[src/rtl/pkt_transceiver_xy_if.sv]
// ---------------------------------------------------------------------------
// pkt_transceiver_xy_if
// Bundles the queue-side and channel-side signals of the XY transmit stage.
//   mem_empty    : input queue empty
//   data_i       : head flit of the queue, {data, last, dest}
//   r_ready_in   : per-port receiver ready/ack (4 mesh ports + local)
//   mem_readed   : one-cycle pop strobe back to the queue
//   wr_ready_out : per-port flit-valid
//   data_o       : per-port flit buses, slice p = [p*BUS_SIZE +: BUS_SIZE]
// Modports: master = transceiver side, slave = queue/receiver side.
// ---------------------------------------------------------------------------
interface pkt_transceiver_xy_if #(
  parameter int DATA_SIZE = 32,
  parameter int ADDR_SIZE = 4,
  parameter int PORTS_NUM = 4
);
  localparam int BUS_SIZE = DATA_SIZE + ADDR_SIZE + 1;

  logic                              mem_empty;
  logic [BUS_SIZE-1:0]               data_i;
  logic [PORTS_NUM:0]                r_ready_in;
  logic                              mem_readed;
  logic [PORTS_NUM:0]                wr_ready_out;
  logic [BUS_SIZE*(PORTS_NUM+1)-1:0] data_o;

  modport master (
    input  mem_empty, data_i, r_ready_in,
    output mem_readed, wr_ready_out, data_o
  );

  modport slave (
    output mem_empty, data_i, r_ready_in,
    input  mem_readed, wr_ready_out, data_o
  );
endinterface

[src/rtl/pkt_transceiver_xy.sv]
// ---------------------------------------------------------------------------
// pkt_transceiver_xy
// Switch transmit stage: pops flits from the input queue, routes each packet
// by XY dimension order on an X_SIZE x Y_SIZE mesh, and drives one of five
// output channels (X+, Y+, X-, Y-, local) with a 4-phase ready handshake.
// The route is locked from head to last flit (wormhole). A handshake that is
// not acknowledged within TIMEOUT cycles is aborted and the rest of the
// packet is drained from the queue.
// Ports:
//   clk, a_rst_n : clock (rising edge), asynchronous active-low reset
//   bus          : queue/channel interface (master modport)
//   busy         : high whenever the FSM is not idle
//   timeout_err  : one-cycle pulse when a handshake is aborted
//   flit_cnt     : flits delivered (wraps)
//   pkt_cnt      : packets delivered, counted on the acked last flit (wraps)
// Optional feature macro: TX_STATS_EN builds the traffic counters; without it
// flit_cnt and pkt_cnt are tied to zero.
// ---------------------------------------------------------------------------
module pkt_transceiver_xy #(
  parameter int         ADDR      = 0,
  parameter int         DATA_SIZE = 32,
  parameter int         ADDR_SIZE = 4,
  parameter int         X_SIZE    = 3,
  parameter int         Y_SIZE    = 3,
  parameter int         PORTS_NUM = 4,
  parameter logic [4:0] PORT_MASK = 5'b11111,
  parameter int         TIMEOUT   = 16,
  parameter int         CNT_SIZE  = 16
) (
  input  logic                clk,
  input  logic                a_rst_n,
  pkt_transceiver_xy_if.master bus,
  output logic                busy,
  output logic                timeout_err,
  output logic [CNT_SIZE-1:0] flit_cnt,
  output logic [CNT_SIZE-1:0] pkt_cnt
);
  localparam int BUS_SIZE  = DATA_SIZE + ADDR_SIZE + 1;
  localparam int NODES_NUM = X_SIZE * Y_SIZE;
  localparam int MY_X      = ADDR % X_SIZE;
  localparam int MY_Y      = ADDR / X_SIZE;
  localparam int TIMER_W   = $clog2(TIMEOUT) + 1;
  // With TIMEOUT=0 this value is never compared.
  localparam logic [TIMER_W-1:0] TIMER_LAST = TIMER_W'(TIMEOUT - 1);

  typedef enum logic [1:0] {IDLE, SEND, ACCEPT, DRAIN} state_t;

  state_t                            state, state_n;
  logic [2:0]                        port_r, port_n;
  logic                              last_r, last_n;
  logic [TIMER_W-1:0]                timer, timer_n;
  logic [PORTS_NUM:0]                wr_n;
  logic [BUS_SIZE*(PORTS_NUM+1)-1:0] data_o_n;
  logic                              mem_readed_n, timeout_n;
  logic                              flit_inc, pkt_inc;
  logic                              head_valid;

  // XY dimension-order route; unknown destinations and unconnected ports
  // fall back to the local port.
  function automatic logic [2:0] route(input logic [ADDR_SIZE-1:0] dest);
    int d, dx, dy;
    logic [2:0] p;
    d  = int'(dest);
    dx = d % X_SIZE;
    dy = d / X_SIZE;
    if (dx > MY_X)      p = 3'd0;
    else if (dx < MY_X) p = 3'd2;
    else if (dy > MY_Y) p = 3'd1;
    else if (dy < MY_Y) p = 3'd3;
    else                p = 3'd4;
    if (d >= NODES_NUM || !PORT_MASK[p]) p = 3'd4;
    return p;
  endfunction

  // The pop strobe is registered, so the queue only advances at the edge
  // after mem_readed is seen high. During that cycle data_i still shows the
  // flit just consumed; it must not be used again.
  assign head_valid = !bus.mem_empty && !bus.mem_readed;

  // Next-state and next-output logic; every register holds by default.
  always_comb begin
    state_n      = state;
    port_n       = port_r;
    last_n       = last_r;
    timer_n      = timer;
    wr_n         = bus.wr_ready_out;
    data_o_n     = bus.data_o;
    mem_readed_n = 1'b0;
    timeout_n    = 1'b0;
    flit_inc     = 1'b0;
    pkt_inc      = 1'b0;
    unique case (state)
      IDLE: begin
        if (head_valid) begin
          port_n  = route(bus.data_i[ADDR_SIZE-1:0]);
          state_n = SEND;
        end
      end
      SEND: begin
        // The previous handshake must be fully closed (ready back low).
        if (head_valid && !bus.r_ready_in[port_r]) begin
          data_o_n[port_r*BUS_SIZE +: BUS_SIZE] = bus.data_i;
          wr_n          = '0;
          wr_n[port_r]  = 1'b1;
          mem_readed_n  = 1'b1;
          last_n        = bus.data_i[ADDR_SIZE];
          timer_n       = '0;
          state_n       = ACCEPT;
        end
      end
      ACCEPT: begin
        // An ack on the final timer cycle still counts as delivered.
        if (bus.r_ready_in[port_r]) begin
          wr_n     = '0;
          flit_inc = 1'b1;
          if (last_r) begin
            pkt_inc = 1'b1;
            state_n = IDLE;
          end else begin
            state_n = SEND;
          end
        end else if (TIMEOUT != 0 && timer == TIMER_LAST) begin
          wr_n      = '0;
          timeout_n = 1'b1;
          state_n   = last_r ? IDLE : DRAIN;
        end else begin
          timer_n = timer + 1'b1;
        end
      end
      DRAIN: begin
        if (head_valid) begin
          mem_readed_n = 1'b1;
          if (bus.data_i[ADDR_SIZE]) state_n = IDLE;
        end
      end
      default: state_n = IDLE;
    endcase
  end

  // State and output registers.
  always_ff @(posedge clk or negedge a_rst_n) begin
    if (!a_rst_n) begin
      state            <= IDLE;
      port_r           <= 3'd4;
      last_r           <= 1'b0;
      timer            <= '0;
      bus.wr_ready_out <= '0;
      bus.data_o       <= '0;
      bus.mem_readed   <= 1'b0;
      timeout_err      <= 1'b0;
    end else begin
      state            <= state_n;
      port_r           <= port_n;
      last_r           <= last_n;
      timer            <= timer_n;
      bus.wr_ready_out <= wr_n;
      bus.data_o       <= data_o_n;
      bus.mem_readed   <= mem_readed_n;
      timeout_err      <= timeout_n;
    end
  end

  assign busy = (state != IDLE);

`ifdef TX_STATS_EN
  // Traffic counters; wrap naturally at 2^CNT_SIZE.
  always_ff @(posedge clk or negedge a_rst_n) begin
    if (!a_rst_n) begin
      flit_cnt <= '0;
      pkt_cnt  <= '0;
    end else begin
      if (flit_inc) flit_cnt <= flit_cnt + 1'b1;
      if (pkt_inc)  pkt_cnt  <= pkt_cnt + 1'b1;
    end
  end
`else
  logic stats_unused;
  assign stats_unused = flit_inc | pkt_inc;
  assign flit_cnt     = '0;
  assign pkt_cnt      = '0;
`endif
endmodule

[src/flat_wrapper.sv]
// flat-port wrapper written by rule: the top's interface ports become plain ports
module pkt_transceiver_xy_flat 
#(
  parameter int         ADDR      = 0,
  parameter int         DATA_SIZE = 32,
  parameter int         ADDR_SIZE = 4,
  parameter int         X_SIZE    = 3,
  parameter int         Y_SIZE    = 3,
  parameter int         PORTS_NUM = 4,
  parameter logic [4:0] PORT_MASK = 5'b11111,
  parameter int         TIMEOUT   = 16,
  parameter int         CNT_SIZE  = 16
)
  (clk, a_rst_n, busy, timeout_err, flit_cnt, pkt_cnt, bus_mem_empty, bus_data_i, bus_r_ready_in, bus_mem_readed, bus_wr_ready_out, bus_data_o);
  pkt_transceiver_xy_if #(.DATA_SIZE(DATA_SIZE), .ADDR_SIZE(ADDR_SIZE), .PORTS_NUM(PORTS_NUM)) bus_i ();
  input  logic clk;
  input  logic a_rst_n;
  output logic busy;
  output logic timeout_err;
  output logic [CNT_SIZE-1:0] flit_cnt;
  output logic [CNT_SIZE-1:0] pkt_cnt;
  input wire logic [$bits(bus_i.mem_empty)-1:0] bus_mem_empty;
  input wire logic [$bits(bus_i.data_i)-1:0] bus_data_i;
  input wire logic [$bits(bus_i.r_ready_in)-1:0] bus_r_ready_in;
  output wire logic [$bits(bus_i.mem_readed)-1:0] bus_mem_readed;
  output wire logic [$bits(bus_i.wr_ready_out)-1:0] bus_wr_ready_out;
  output wire logic [$bits(bus_i.data_o)-1:0] bus_data_o;
  assign bus_i.mem_empty = bus_mem_empty;
  assign bus_i.data_i = bus_data_i;
  assign bus_i.r_ready_in = bus_r_ready_in;
  assign bus_mem_readed = bus_i.mem_readed;
  assign bus_wr_ready_out = bus_i.wr_ready_out;
  assign bus_data_o = bus_i.data_o;
  pkt_transceiver_xy #(.ADDR(ADDR), .DATA_SIZE(DATA_SIZE), .ADDR_SIZE(ADDR_SIZE), .X_SIZE(X_SIZE), .Y_SIZE(Y_SIZE), .PORTS_NUM(PORTS_NUM), .PORT_MASK(PORT_MASK), .TIMEOUT(TIMEOUT), .CNT_SIZE(CNT_SIZE)) u_core (.clk(clk), .a_rst_n(a_rst_n), .bus(bus_i), .busy(busy), .timeout_err(timeout_err), .flit_cnt(flit_cnt), .pkt_cnt(pkt_cnt));
endmodule
[config.mk]
export PLATFORM = sky130hd
export DESIGN_NAME = pkt_transceiver_xy_flat
export DESIGN_NICKNAME = d
export VERILOG_FILES = /design/src/rtl/pkt_transceiver_xy_if.sv /design/src/rtl/pkt_transceiver_xy.sv /design/src/flat_wrapper.sv
export SDC_FILE = /design/constraint.sdc
export NUM_CORES = 1
export LEC_CHECK = 0
export CORE_AREA = 5 5 177 179
export DETAILED_ROUTE_END_ITERATION = 10
export DIE_AREA = 0 0 182 184
export SYNTH_ARGS = -nofsm -noshare
export SYNTH_HDL_FRONTEND = slang
export SYNTH_SLANG_ARGS = --single-unit
[constraint.sdc]
create_clock -name clk -period 4.8 [get_ports clk]
set_clock_uncertainty 0.15 [all_clocks]
set_input_delay 0.72 -clock clk [delete_from_list [all_inputs] [get_ports clk]]
set_output_delay 0.72 -clock clk [all_outputs]
set_load 0.05 [all_outputs]
Yosys cells after proc, flatten, opt, wreduce, memory -nomap -nowiden --
Memory sizes are Yosys's and may differ from the RTL's. Cells that the tools add are included.
Word-level totals: bits in registers 203, ROM bits 8, memories kept 1
Operators by class: add/subtract/negate cells 2, multiply operators 1, div/mod/pow operators 2, order comparisons 8, eq/ne operators 11, shift operators 2, multiplexer cells 36, reductions and logical operators 16
Memory list:
- (name not given) | depth 8, width 1, rd ports 1, clocked after Yosys merged registers in 0, wr ports 0, RTL line pkt_transceiver_xy.sv:71 | if (d >= NODES_NUM || !PORT_MASK[p]) p = 3'd4;
Operators by type and width (count):
- 185-bit bitwise mux | 1
- 37-bit by 34-bit variable shift with 185-bit output (first input constant) | 1
- 37-bit by 34-bit indexed part select with 185-bit output | 1
- 32-bit by 1-bit > comparator with 1-bit output (second input constant) | 2
- 32-bit by 1-bit less-than comparator with 1-bit output (second input constant) | 2
- 9-bit negation with 34-bit output | 1
- 5-bit by 3-bit divider with 32-bit output (second input constant) | 1
- 5-bit by 3-bit remainder unit with 32-bit output (second input constant) | 1
- 5-bit 2-to-1 mux | 6
- 3-bit 2-to-1 mux | 7
- 5-bit case mux with 2 select lines | 2
- 2-bit 2-to-1 mux | 7
- 3-bit by 6-bit multiplier with 9-bit output (second input constant) | 1
- 1-bit 2-to-1 mux | 9
- 3-bit by 4-bit less-than comparator with 1-bit output (second input constant) | 2
- 2-bit case mux with 4 select lines | 1
- 2-bit by 1-bit inequality test with 1-bit output (second input constant) | 3
- 2-bit inequality test (second input constant) | 3
- 5-bit by 1-bit adder with 5-bit output (second input constant) | 1
- 5-bit by 4-bit == test with 1-bit output (second input constant) | 1
- 5-bit AND reduction | 1
- 2-bit == test (second input constant) | 2
- 4-bit greater-or-equal comparator (second input constant) | 1
- 1-bit zero test | 4
- 13 further kinds | 17

Longest topological paths before layout --
Gate-level depths: netlist of run 1.
word-level depth 13, gate-level depth with buffers 13

Least setup slack after synthesis of run 1 --
No wires, ideal clock.
path kind input to register, start in bus_data_i[2], end reg u_core.port_r[0], arrival time 3.000 ns, required time 4.528 ns, setup slack 1.529 ns, cell stages on the path 13, cells stage by stage clkbuf_1 > clkbuf_1 > clkbuf_1 > ha_1 > nand2_1 > a221o_1 > mux2i_1 > ha_1 > nand3_1 > o21a_1 > o311ai_0 > nor3_1 > a32o_1
On the way: cells in the longest elaborated chain, start to end 13, elaborated cells on any way between the ends 18, classes of those cells 2 x div; 5 x order compare; 8 x mux; 2 x reduce/logical; 1 x memory
Ends and longest elaborated chain:
- from (decl) | RTL line flat_wrapper.sv:23 | input wire logic [$bits(bus_i.data_i)-1:0] bus_data_i;
- 5-bit by 3-bit divider with 32-bit output | RTL line pkt_transceiver_xy.sv:65 | dy = d / X_SIZE;
- 32-bit by 1-bit less-than comparator with 1-bit output | RTL line pkt_transceiver_xy.sv:69 | else if (dy < MY_Y) p = 3'd3;
- 3-bit 2-to-1 mux | RTL line pkt_transceiver_xy.sv:69
- 3-bit 2-to-1 mux | RTL line pkt_transceiver_xy.sv:68 | else if (dy > MY_Y) p = 3'd1;
- 3-bit 2-to-1 mux | RTL line pkt_transceiver_xy.sv:67 | else if (dx < MY_X) p = 3'd2;
- 3-bit 2-to-1 mux | RTL line pkt_transceiver_xy.sv:66 | if (dx > MY_X) p = 3'd0;
- 3-bit 2-to-1 mux | RTL line pkt_transceiver_xy.sv:94 | if (head_valid) begin
- 3-bit 2-to-1 mux | RTL line pkt_transceiver_xy.sv:92 | unique case (state)
- memory read 8 x 1 bit
- 1-bit 2-to-1 mux (not written as such) | RTL line pkt_transceiver_xy.sv:71
- 1-bit zero test | RTL line pkt_transceiver_xy.sv:71
- 1-bit logical OR | RTL line pkt_transceiver_xy.sv:71
- 3-bit 2-to-1 mux * | RTL line pkt_transceiver_xy.sv:71
- to (signal assigned) | RTL line pkt_transceiver_xy.sv:153 | port_r <= port_n;
- to (decl) | RTL line pkt_transceiver_xy.sv:49 | logic [2:0] port_r, port_n;
Mark *: on every way between the ends. The rest lies on a longest branch, timed or not. The select of a mux whose other input is x is not followed. A chain may end at the register's enable or synchronous reset.

Final worst setup path of run 1 --
Ends and elaborated chain as after synthesis.

==> results of run 1 <==
[flip-flops by register name, indices dropped and copies added, names as in the netlist]
name / count
u_core.timer: 5
u_core.port_r: 3
u_core.bus.mem_readed: 1
u_core.bus.wr_ready_out: 5
u_core.bus.data_o: 185
u_core.timeout_err: 1
u_core.state: 2
u_core.last_r: 1
[metal layers]
layer  track usage (%)  part of all wire, %  wire length (um)  vias up
met3              5.96                   10              2620       25
li1                  -                    -                 -     3021
met1              19.1                   43             10800     3128
met4              2.55                  1.3               318        0
met5                 0                    0                 0        -
met2              23.7                   46             11600      221
[critical path, delay by kind of cell]
family                   cells  cell delay (ns)
AO/OA/AOI/OAI                4             1.31
buffers and inverters        1             0.68
adder cells (fa/ha/maj)      1             0.40
AND/OR/NAND/NOR              2             0.29
multiplexers                 1             0.24
[final cells by class]
type                            count  area (um2)
Sequential cell                   203        5080
Fill cell                        2806       17100
Multi-Input combinational cell    508        3330
Tap cell                          390         488
Inverter                           13        48.8
Clock inverter                      6        90.1
Timing Repair Buffer              248        2470
Clock buffer                       37         761
[path summary, 6_finish.rpt]
| path | endpoint | slack, ns | cells after the start |
|---|---|---|---|
| min in group clk | u_core.bus.data_o[135]$_DFFE_PN0P_ | 0.33 | 2 |
| hold reg to reg | u_core.bus.data_o[135]$_DFFE_PN0P_ | 0.33 | 2 |
| max in group asynchronous | u_core.port_r[2]$_DFFE_PN1P_ | 3.19 | 2 |
| hold / removal | u_core.bus.data_o[57]$_DFFE_PN0P_ | 0.20 | 1 |
| setup reg to reg | u_core.bus.data_o[13]$_DFFE_PN0P_ | 1.44 | 6 |
| setup / recovery | u_core.port_r[0]$_DFFE_PN0P_ | 1.40 | 9 |
[cell usage in the layout, fill, tap and decap left out, types with 4 or more instances in the layout]
cell	n
mux2_2	81
a21oi_1	13
o21ai_0	85
nor2_1	9
clkbuf_16	25
buf_4	10
mux2i_1	4
ha_1	14
mux2_1	30
conb_1	32
dfrtp_1	202
nand2_1	169
inv_1	13
clkbuf_8	10
nand2b_1	8
clkdlybuf4s50_1	236
[synthesized netlist by cell type, drive strengths merged, types with 4 or more instances]
| cell type | n | area share [%] |
|---|---|---|
| a21oi | 14 | 0.84 |
| and2 | 4 | 0.29 |
| buf | 45 | 3.8 |
| clkbuf | 33 | 1.4 |
| dfrtp | 202 | 58 |
| ha | 14 | 2.0 |
| inv | 13 | 0.56 |
| mux2 | 111 | 14 |
| mux2i | 4 | 0.46 |
| nand2 | 169 | 7.2 |
| nand2b | 8 | 0.57 |
| nand3 | 6 | 0.34 |
| nor2 | 10 | 0.43 |
| o21ai | 85 | 4.9 |
[cells by family (layout without fill, tap and decap cells)]
logic type | count (synthesis) | after routing | share of synthesized area (%)
buffers and inverters | 91 | 304 | 5.79
and+or+nand+nor | 218 | 218 | 10.8
other | 1 | 32 | 0.0428
adders and majority gates | 14 | 14 | 2.00
AOI/OAI and AO/OA | 126 | 126 | 8.32
muxes | 115 | 115 | 14.7
xor gates and xnor gates | 3 | 3 | 0.300
DFF | 203 | 203 | 58.0
[through the flow]
step | instances | worst slack (ns) | area, um2
floorplan | 802 | 1.53 | 8870
global placement | 1362 | 0.981 | 11400
detailed placement | 1362 | 0.913 | 11400
CTS | 1405 | 1.41 | 12300
global route | 1405 | 1.07 | 12300
finish | 1405 | 1.40 | 12300
[power breakdown]
| part | leakage (nW) | switching, W | internal, W |
|---|---|---|---|
| clock network | 0.417 | 0.000714 | 0.00120 |
| registers | 2.71 | 0.000219 | 0.00210 |
| logic | 2.13 | 0.00201 | 0.00102 |
==> flow_metrics.py, run 1 <==
metrics = {
    "status": {
        "outcome": "finished, final reports clean",
    },
    "critical_path": {
        "cp-startpoint": "bus_data_i[2]",
        "path_cells": "clkdlybuf4s50_1, nor2b_1, ha_1, mux2i_1, nor3_1, a2111oi_0, a21oi_1, a21bo_2, a32o_1",
        "startpoint_type": "primary input",
        "slowest_stage": "clkdlybuf4s50_1",
        "timing.rr.start": "u_core.port_r[0]$_DFFE_PN0P_",
        "worstPathArrival_ns": 3.64,
        "required_ns": 5.04,
        "max_stage_delay_ns": 0.68,
        "critPathMaxFanout": 11,
        "end_kind": "flop",
        "crit_type": "primary input to flop",
    },
    "power_and_ir_drop": {
        "leakage_nw": 5.26,
        "power_w": 0.00726,
        "peakVddDrop_v": 0.000424,
        "p_per_area_nw_per_um2": 592,
    },
    "detailed_routing": {
        "wl_per_cell_um": 18.1,
        "drtPass1Iterations": 4,
        "vias": 6395,
        "ant_nets": 0,
        "routed_via_density": 4.55,
        "drt_wl_total_um": 25400,
        "drc_errors": 0,
        "drt_iter0_drc": 295,
    },
    "floorplanning": {
        "num_rows": 63,
        "ios": 270,
        "die_w_um": 182,
        "die-area_um2": 33500,
        "start_util_pct": 29.8,
        "core-area_um2": 29400,
        "die_y_um": 184,
    },
    "timing": {
        "worst_pin_slew_ns": 1.03,
        "min_period_ns": 3.40,
        "finalHoldViolations": 0,
        "rsz0062_at_grt": "false",
        "tns_ns": 0,
        "slew_headroom_pct": 31.6,
        "fmax_mhz": 294,
        "setup_viol": 0,
        "hold-worst-slack_ns": 0.199,
        "fin_crit_sh_pct": 70.8,
        "report.final.slew_viol_count": 0,
    },
    "finish": {
        "drive_above_1_share_pct": 14.7,
        "utilization_pct": 41.7,
        "n_antenna_cell": 0,
        "area_delta_synth_final_pct": 40.1,
        "nets": 1057,
    },
    "clock_tree": {
        "clock_latency_ns": 0.50,
        "clock_path_buffers": 3,
        "clock-root-buffer": "clkbuf_16",
        "postCtsSetupBuffers": 0,
        "numCtsBuffers": 24,
        "cts-htree-levels": 1,
        "cts.reportedPaths.clkPinSlew_ns": 0.06,
        "cts_sinks": 203,
        "cts_hold_buf": 0,
        "cts_tree": "done",
        "cts_resized": 0,
    },
    "placement": {
        "portBuffers": 237,
        "gp_congestion": 0.794,
        "hpwlAfterDp_um": 17000,
    },
    "global_route": {
        "grt_pass1_vias": 6598,
        "antenna_found_initial": 0,
        "grt_first_pass_wirelength_um": 39700,
        "grt-ovfl-total": 0,
        "grt_use_total_pct": 14.7,
        "grt_max_degree": 118,
    },
    "logic_synthesis": {
        "synth_ff_type": "dfrtp_1",
        "syn_area_um2": 8760,
        "synth.distinct_cells": 57,
        "ys_seq_area_share_pct": 58.0,
        "synthCells": 771,
        "ys_ff_latch": 203,
        "synth_area_per_cell_um2": 11.4,
        "yosys_warnings": 0,
        "synth-edff-count": 0,
        "async_flop_share_pct": 100,
    },
    "flow_run": {
        "max_cap_violations": 0,
    },
    "hold_path": {
        "hold_class": "primary input to asynchronous set/reset pin",
    },
}
Note: power is estimated with default switching activity, not from simulation.
==> run 2, diff against run 1 <==
clock period = 3.35 ns   (was 4.8 ns; I/O delays follow)
==> run 2 against run 1 <==
Core utilization up 0.60 points. Total power up 42%. Register-to-register slack worse by 1.0 ns. Largest cell class unchanged.
==> flow_metrics.py, run 2 (synthesis results as in run 1) <==
metrics = {
    "clock_tree": {
        "postCtsSetupBuffers": 0,
        "cts-htree-levels": 1,
        "cts.reportedPaths.clkPinSlew_ns": 0.06,
        "clock_path_buffers": 3,
        "cts_sinks": 203,
        "numCtsBuffers": 23,
        "clock_latency_ns": 0.50,
        "cts_tree": "done",
        "clock-root-buffer": "clkbuf_16",
    },
    "hold_path": {
        "hold_class": "flop to flop",
    },
    "critical_path": {
        "max_stage_delay_ns": 0.67,
        "worstPathArrival_ns": 3.17,
        "slowest_stage": "dfstp_2",
        "end_kind": "flop",
        "crit_type": "flop to flop",
        "critPathMaxFanout": 15,
        "path_cells": "mux2i_1, o211ai_2, a21oi_2, nand2_1, nor4b_2, buf_4, mux2_2",
        "startpoint_type": "flop",
        "required_ns": 3.58,
    },
    "global_route": {
        "grt_pass1_vias": 6634,
        "grt_first_pass_wirelength_um": 40500,
        "grt_max_degree": 75,
        "grt_use_total_pct": 15.0,
        "antenna_found_initial": 0,
        "grt-ovfl-total": 0,
    },
    "floorplanning": {
        "die-area_um2": 33500,
        "die_w_um": 182,
        "start_util_pct": 29.8,
        "num_rows": 63,
        "die_y_um": 184,
        "ios": 270,
        "core-area_um2": 29400,
    },
    "timing": {
        "fmax_mhz": 340,
        "report.final.slew_viol_count": 0,
        "worst_pin_slew_ns": 0.656,
        "min_period_ns": 2.94,
        "setup_viol": 0,
        "fin_crit_sh_pct": 87.7,
        "finalHoldViolations": 0,
        "tns_ns": 0,
        "rsz0062_at_grt": "false",
        "slew_headroom_pct": 56.1,
    },
    "status": {
        "outcome": "finished, final reports clean",
    },
    "placement": {
        "dpl_cell_area_um2": 11700,
        "portBuffers": 237,
        "gp_congestion": 0.807,
        "hpwlAfterDp_um": 17600,
    },
    "power_and_ir_drop": {
        "power_w": 0.0103,
        "peakVddDrop_v": 0.000541,
        "p_seq_share_pct": 32.3,
        "switchingPower_w": 0.00421,
        "cell_internal_pwr_w": 0.00608,
        "combPwrFrac_pct": 42.6,
        "p_per_area_nw_per_um2": 827,
        "p_sw_share_pct": 40.9,
        "leakage_nw": 5.37,
        "p_clk_share_pct": 25.1,
    },
    "detailed_routing": {
        "drc_errors": 0,
        "drt_wl_total_um": 25700,
        "wl_per_cell_um": 18.1,
        "ant_nets": 0,
        "vias": 6422,
        "drt_iter0_drc": 261,
        "routed_via_density": 4.52,
        "drtPass1Iterations": 4,
    },
    "finish": {
        "final_area_um2": 12400,
        "area_delta_synth_final_pct": 42.1,
        "fillers": 2781,
        "drive_above_1_share_pct": 16.1,
        "nets": 1074,
        "multi_input_area_um2": 3330,
        "top_register": "u_core.bus.data_o",
        "final_common_cell": "clkdlybuf4s50_1",
        "final_cell_mix": "clkdlybuf4s50_1, dfrtp_1, nand2_1, o21ai_0, mux2_2",
        "seq_area_um2": 5080,
        "largest_reg_flops": 185,
        "n_antenna_cell": 0,
        "utilization_pct": 42.3,
        "largestRegisters": "u_core.bus.data_o (185), u_core.bus.wr_ready_out (5), u_core.timer (5)",
    },
    "flow_run": {
        "max_cap_violations": 0,
    },
}
## run 2: cell types whose count changed in the layout (fill, tap and decap cells not counted), sizes merged
cell / before / now
buf: 11 / 28
clkbuf: 38 / 32
clkinv: 3 / 8
clkinvlp: 1 / 0
dlygate4sd3: 0 / 1
## run 2: critical path, delay by kind of cell, from the launching register on
| family | cells | cell delay [ns] |
|---|---|---|
| flip-flops | 1 | 0.67 |
| multiplexers | 2 | 0.64 |
| AND/OR/NAND/NOR | 2 | 0.57 |
| AO/OA/AOI/OAI | 2 | 0.41 |
| buffers and inverters | 1 | 0.36 |
## run 2: routing by layer
metal	part of all wire, %	GRT usage, %	up-vias
met5	0	0	-
met4	1.3	2.64	0
met3	10	6.00	30
met2	46	24.5	224
met1	43	19.2	3111
li1	-	-	3057
## run 2: power groups by stage
| stage | clock (W) | sequential (W) | combinational, W |
|---|---|---|---|
| floorplan | 0 | 0.00510 | 0.00112 |
| global placement | 0 | 0.00335 | 0.00439 |
| detailed placement | 0 | 0.00337 | 0.00442 |
| CTS | 0.00267 | 0.00334 | 0.00443 |
| global route | 0.00278 | 0.00341 | 0.00461 |
| finish | 0.00258 | 0.00333 | 0.00438 |
## run 2: final timing paths
kind | from | endpoint | slack (ns) | cells past startpoint
worst min-delay path | u_core.bus.data_o[52]$_DFFE_PN0P_ | u_core.bus.data_o[52]$_DFFE_PN0P_ | 0.32 | 2
worst max register to register | u_core.port_r[2]$_DFFE_PN1P_ | u_core.bus.data_o[90]$_DFFE_PN0P_ | 0.41 | 7
worst max-delay path | u_core.port_r[2]$_DFFE_PN1P_ | u_core.bus.data_o[90]$_DFFE_PN0P_ | 0.41 | 7
min in group asynchronous | a_rst_n | u_core.bus.data_o[97]$_DFFE_PN0P_ | 0.38 | 2
worst min register to register | u_core.bus.data_o[52]$_DFFE_PN0P_ | u_core.bus.data_o[52]$_DFFE_PN0P_ | 0.32 | 2
max in group asynchronous | a_rst_n | u_core.bus.data_o[109]$_DFFE_PN0P_ | 1.83 | 3
## run 2: per-stage QoR
stage               worst slack (ns)  hold WS [ns]  cells
global placement              0.0473         0.310   1379
detailed placement           -0.0394         0.319   1379
floorplan                      0.296        0.0569    802
global route                   0.240         0.350   1421
CTS                            0.410         0.333   1421
finish                         0.412         0.324   1421
## run 2: what timing repair did
action | in CTS | in global routing
hold endpoints to repair | 62 | 0
resized for setup | 0 | 0
hold buffers | 1 | 0
## run 2: cell type report
class	instances	share of cell area, %
well taps	390	3.92
clock inverters	10	0.804
repair buffers	266	21.9
clock buffers	31	5.43
flip-flops and latches	203	40.8
inverters	13	0.392
multi-input cells	508	26.8
